## config.mk

```make
export PLATFORM = sky130hd
export DESIGN_NAME = weight_stream_ctrl
export DESIGN_NICKNAME = d
export VERILOG_FILES = /design/src/rtl/weight_stream_ctrl.sv
export SDC_FILE = /design/constraint.sdc
export NUM_CORES = 1
export LEC_CHECK = 0
export ABC_AREA = 1
export BUFFER_PORTS_ARGS = -buffer_cell sky130_fd_sc_hd__buf_2
export CORE_ASPECT_RATIO = 2
export CORE_MARGIN = 3
export CORE_UTILIZATION = 30
export CTS_BUF_LIST = sky130_fd_sc_hd__clkbuf_8 sky130_fd_sc_hd__clkbuf_16
export DETAILED_ROUTE_END_ITERATION = 8
export SLEW_MARGIN = 20
export SYNTH_ARGS = -nofsm -noshare
export SYNTH_HDL_FRONTEND = slang
export SYNTH_SLANG_ARGS = --single-unit
```

## constraint.sdc

```tcl
create_clock -name clk -period 5.2 [get_ports clk]
set_input_delay 0.52 -clock clk [delete_from_list [all_inputs] [get_ports clk]]
set_output_delay 0.52 -clock clk [all_outputs]
set_load 0.01 [all_outputs]
```

## src/rtl/weight_stream_ctrl.sv

```systemverilog
// Streams a ROM of MEM_DEPTH words num_passes times to a valid/ready consumer.
// Reads are credit-limited so every in-flight word is guaranteed a FIFO slot.
//
// state  | meaning
// IDLE   | waiting for start; ROM disabled
// STREAM | issuing ROM reads while credit allows
// DRAIN  | all reads issued; emptying pipeline and FIFO
module weight_stream_ctrl #(
  parameter int DATA_WIDTH  = 128,
  parameter int MEM_DEPTH   = 576,
  parameter int ADDR_WIDTH  = $clog2(MEM_DEPTH) + 1,
  parameter int ROM_LATENCY = 2,
  parameter int PASS_WIDTH  = 16
) (
  input  logic                  clk,
  input  logic                  rst_n,
  input  logic                  start,
  input  logic [PASS_WIDTH-1:0] num_passes,
  output logic                  busy,
  output logic                  done,
  output logic [ADDR_WIDTH-1:0] rom_addr,
  output logic                  rom_ce,
  input  logic [DATA_WIDTH-1:0] rom_q,
  output logic [DATA_WIDTH-1:0] data_out,
  output logic                  data_out_valid,
  input  logic                  data_out_ready
);

  localparam int FIFO_DEPTH = ROM_LATENCY + 2;
  localparam int CNT_W      = $clog2(FIFO_DEPTH + 1);
  localparam int PTR_W      = $clog2(FIFO_DEPTH);

  typedef enum logic [1:0] {IDLE, STREAM, DRAIN} state_e;

  state_e                 state_q, state_d;
  logic [ADDR_WIDTH-1:0]  addr_q;
  logic [PASS_WIDTH-1:0]  pass_q, npass_q;
  logic [ROM_LATENCY-1:0] vld_sr_q;
  logic [CNT_W-1:0]       infl_q, fifo_cnt_q;
  logic [PTR_W-1:0]       wr_ptr_q, rd_ptr_q;
  logic [DATA_WIDTH-1:0]  mem_q [FIFO_DEPTH];
  logic                   fin_q, zero_q;

  logic accept, zero_start, issue, last_rd, capture, pop, final_hs;
  logic [CNT_W:0] credit_used;

  assign accept      = (state_q == IDLE) && !fin_q && start && (num_passes != '0);
  assign zero_start  = (state_q == IDLE) && !fin_q && start && (num_passes == '0);
  assign credit_used = (CNT_W+1)'(fifo_cnt_q) + (CNT_W+1)'(infl_q);
  assign issue       = (state_q == STREAM) && (credit_used < (CNT_W+1)'(FIFO_DEPTH));
  assign last_rd     = issue && (addr_q == ADDR_WIDTH'(MEM_DEPTH - 1))
                       && (pass_q == npass_q - 1'b1);
  assign capture     = vld_sr_q[ROM_LATENCY-1];
  assign pop         = (fifo_cnt_q != '0) && data_out_ready;
  // Last beat leaves: nothing left in flight and this pop empties the FIFO.
  assign final_hs    = (state_q == DRAIN) && pop && (fifo_cnt_q == CNT_W'(1))
                       && (infl_q == '0);

  always_ff @(posedge clk or negedge rst_n) begin
    if (!rst_n) state_q <= IDLE;
    else        state_q <= state_d;
  end

  always_comb begin
    state_d = state_q;
    case (state_q)
      IDLE:    if (accept)   state_d = STREAM;
      STREAM:  if (last_rd)  state_d = DRAIN;
      DRAIN:   if (final_hs) state_d = IDLE;
      default: state_d = IDLE;
    endcase
  end

  always_comb begin
    busy           = (state_q != IDLE) || fin_q;
    rom_ce         = (state_q != IDLE);
    done           = fin_q || zero_q;
    rom_addr       = addr_q;
    data_out_valid = (fifo_cnt_q != '0);
    data_out       = mem_q[rd_ptr_q];
  end

  always_ff @(posedge clk or negedge rst_n) begin
    if (!rst_n) begin
      addr_q     <= '0;
      pass_q     <= '0;
      npass_q    <= '0;
      vld_sr_q   <= '0;
      infl_q     <= '0;
      fifo_cnt_q <= '0;
      wr_ptr_q   <= '0;
      rd_ptr_q   <= '0;
      fin_q      <= 1'b0;
      zero_q     <= 1'b0;
    end else begin
      fin_q    <= final_hs;
      zero_q   <= zero_start;
      vld_sr_q <= (vld_sr_q << 1) | ROM_LATENCY'(issue);
      infl_q   <= infl_q + CNT_W'(issue) - CNT_W'(capture);
      fifo_cnt_q <= fifo_cnt_q + CNT_W'(capture) - CNT_W'(pop);
      if (accept) begin
        addr_q  <= '0;
        pass_q  <= '0;
        npass_q <= num_passes;
      end else if (issue) begin
        if (addr_q == ADDR_WIDTH'(MEM_DEPTH - 1)) begin
          addr_q <= '0;
          pass_q <= pass_q + 1'b1;
        end else begin
          addr_q <= addr_q + 1'b1;
        end
      end
      if (capture)
        wr_ptr_q <= (wr_ptr_q == PTR_W'(FIFO_DEPTH - 1)) ? '0 : wr_ptr_q + 1'b1;
      if (pop)
        rd_ptr_q <= (rd_ptr_q == PTR_W'(FIFO_DEPTH - 1)) ? '0 : rd_ptr_q + 1'b1;
    end
  end

  // Storage needs no reset: fifo_cnt_q gates visibility of every entry.
  always_ff @(posedge clk) begin
    if (capture) mem_q[wr_ptr_q] <= rom_q;
  end

endmodule

```

==> flow_summary.json <==
{
  "status": "complete, no violations",
  "hpwl_mm": 37.54,
  "path_delay_family": "buffers and inverters",
  "critPathRequiredTime_ns": 4.68,
  "nNetsFinal": 2196,
  "path_class": "register to output pin",
  "endpoint_kind": "output pin",
  "clkSinkCount": 571,
  "synth_top_area_cell": "edfxtp_1",
  "fin_crit_sh": 0.6896,
  "rows": 141,
  "synthArstFlopShare": 0.1033,
  "hp-class": "primary input to register",
  "drv_cap": 0,
  "fp.dieH_um": 394.6,
  "grt_pass1_vias": 15670,
  "area_growth_pct": 19.04,
  "clockPowerShare": 0.262,
  "crit_slowest_cell": "dfrtp_4",
  "drtAntennaViolNets": 0,
  "die_w_um": 200.3,
  "viasPerCell": 4.819,
  "p_switching_mw": 5.332,
  "setup_ws_ns": 1.614,
  "power_mw": 14.75,
  "syn_area_sq_um": 22650,
  "p_int_mw": 9.417,
  "worstMarginPinSlew_ns": 0.9402,
  "synth.top_cells.by_area": "edfxtp_1 68%, dfrtp_1 6.5%, o21ai_0 6.4%, nor2_1 5.1%, o22ai_1 3.6%",
  "grt_pass1_wl_mm": 90.81,
  "synth_cell_types": 39,
  "p_leak_nw": 9.719,
  "clkSlewWorstSetupHoldPaths_ns": 0.07,
  "synth.area.mux_share": 0.0004420,
  "pre_cts_ws_ns": 2.225,
  "via_count": 14850,
  "routedWlPerCell_um": 19.35,
  "htreeDepth": 2,
  "cts-resized-gates": 0,
  "ios": 291,
  "grt_max_degree": 139,
  "start_util": 0.3049,
  "synth-edff-count": 512,
  "drt-total-wl_mm": 59.62,
  "clk_latency_ns": 0.60,
  "final.min_clock_period_ns": 3.586,
  "hold_viol": 0,
  "synth-xor-area-share": 0.01182,
  "cts_root_buffer": "clkbuf_16",
  "crit_path_max_fanout": 138,
  "gr-total-overflow": 0,
  "sw_frac_of_total": 0.3615,
  "arrival_ns": 3.07,
  "skew_ns": 0.03582,
  "synthCells": 1760,
  "avgSynthCellArea_sq_um": 12.87,
  "synthAdderAreaFrac": 0.009502,
  "io_buffers": 290,
  "ys_seq_area_frac": 0.7440,
  "dr.pass1.iters": 4,
  "drcViolationCount": 0,
  "p_seq_frac": 0.413,
  "max_freq_mhz": 278.9,
  "comb_power_share": 0.325,
  "p_per_area_nw_per_um2": 547.1,
  "dieArea_sq_um": 79030,
  "cpPeakStageDelay_ns": 0.72,
  "vdd.ir_drop.worst_uv": 333.6,
  "synth_compound_area_frac": 0.1043,
  "worst_hold_slack_ns": 0.1246,
  "setup_tns_ns": 0,
  "cts_inserted_buffers": 52,
  "cp_num_buf_inv": 3,
  "drtIter0Drc": 671,
  "post-synth-top-area-fraction": 0.6789,
  "tritoncts": "built",
  "path_cells": "inv_8 > buf_4 > o21ai_0 > o22ai_1 > buf_2",
  "place.gp.congestion": 0.8222,
  "synthSimpleGateAreaFrac": 0.09806,
  "slew_violations": 0,
  "rsz0062_at_grt": "no",
  "drive_gt1_frac": 0.2025,
  "cp-start-kind": "register",
  "yosys_most_used_dff": "edfxtp_1",
  "synth_top_family_by_area": "compound AO/OA/AOI/OAI gates",
  "grt_util_all_layers": 0.1470,
  "ys_warn_count": 0,
  "antenna_found_initial": 14,
  "synth_fp_nets": 1924,
  "synth-seq-cells": 571,
  "setup_viol": 0,
  "slew_headroom": 0.3710,
  "clockBufferDepth": 3,
  "core-area_sq_um": 74270
}
-- power groups by stage --
stage / Combinational, mW / Sequential, mW / Clock (mW)
global placement: 4.80 / 6.17 / 0
finish: 4.79 / 6.10 / 3.86
floorplan: 2.92 / 6.09 / 0
detailed placement: 4.89 / 6.20 / 0
global route: 5.35 / 6.17 / 4.12
CTS: 4.91 / 6.10 / 3.99
-- kinds of logic after synthesis --
family | Yosys count
buffers and inverters | 184
AND/OR/NAND/NOR | 523
multiplexers | 1
AO/OA/AOI/OAI | 436
adder cells (fa/ha/maj) | 16
flip-flops | 571
XOR/XNOR | 29
-- state kept, by name, indices dropped and copies added (netlist names) --
register	cells
npass_q	16
rom_addr	11
pass_q	16
vld_sr_q	2
state_q	2
infl_q	3
fifo_cnt_q	3
wr_ptr_q	2
fin_q	1
rd_ptr_q	2
zero_q	1
mem_q	512
-- cells in the mapped netlist, types with 4 or more instances --
cell type  instances
o31ai_1            4
dfrtp_1           59
clkbuf_1          74
nand4_1           16
buf_2             10
o22ai_1          129
nand2_1          116
ha_1              14
nor3_1            15
nand3b_1           5
o21ai_0          289
nand3_1           40
a21oi_1            8
xnor2_1           12
edfxtp_1         512
xor2_1            16
nor2_1           307
nor2_4             6
nand2_2            6
inv_1             92
-- routing by layer --
layer | routed length, um | GRT usage
met1 | 21520 | 0.1512
met2 | 31920 | 0.2767
met3 | 3955 | 0.04358
met4 | 2120 | 0.05992
met5 | 98 | 0
-- worst paths after layout --
kind,cells after the start,to,slack (ns),from
min in group asynchronous,2,zero_q$_DFF_PN0_,0.56,rst_n
worst max-delay path,5,data_out[79],1.61,rd_ptr_q[0]$_DFFE_PN0P_
max in group asynchronous,3,rd_ptr_q[1]$_DFFE_PN0P_,3.66,rst_n
worst max register to register,11,infl_q[2]$_DFF_PN0_,2.61,fifo_cnt_q[1]$_DFF_PN0_
worst min register to register,0,vld_sr_q[1]$_DFF_PN0_,0.35,vld_sr_q[0]$_DFF_PN0_
worst min-delay path,1,mem_q[0][19]$_DFFE_PP_,0.12,rom_q[19]
-- cell usage in the layout, fill, tap and decap left out, drive strengths merged, types with 8 or more instances in the layout --
master	instances
dfrtp	59
clkinv	17
ha	14
nand2	126
clkbuf	55
nand4	16
xor2	16
buf	308
xnor2	12
o21ai	293
edfxtp	512
nand3	41
inv	108
a21oi	8
nor3	17
nor2	314
o22ai	129
-- final cells by class --
type / instances / area [sq um]
Fill cell: 7142 / 47310
Timing Repair Buffer: 309 / 1634
Tap cell: 1001 / 1252
Inverter: 93 / 384.1
Multi-Input combinational cell: 1005 / 5076
Sequential cell: 571 / 16860
Antenna cell: 6 / 15.01
Clock inverter: 41 / 375.4
Clock buffer: 55 / 1365
-- worst reg2reg max path: cells and delay by family (launching register included) --
family / cells / cell delay [ns]
XOR/XNOR: 1 / 0.14
buffers and inverters: 3 / 0.33
AND/OR/NAND/NOR: 3 / 0.41
adder cells (fa/ha/maj): 4 / 1.14
flip-flops: 1 / 0.46
-- through the flow --
stage | cell area (sq um) | utilization | cells
after floorplan | 22650 | - | 1760
after global placement | 25200 | 0.3392 | 2978
after detailed placement | 25200 | 0.3392 | 2978
after CTS | 26950 | 0.3628 | 3075
after global routing | 26950 | 0.3629 | 3078
final | 26960 | 0.3630 | 3081
-- repair_timing --
action | 4_1_cts | 5_1_grt
endpoints found under the setup margin | 0 | 0
hold buffers | 1 | 0
hold endpoints to repair | 24 | 0
setup buffers | 0 | 0
Power figures use the tool's default switching activity.
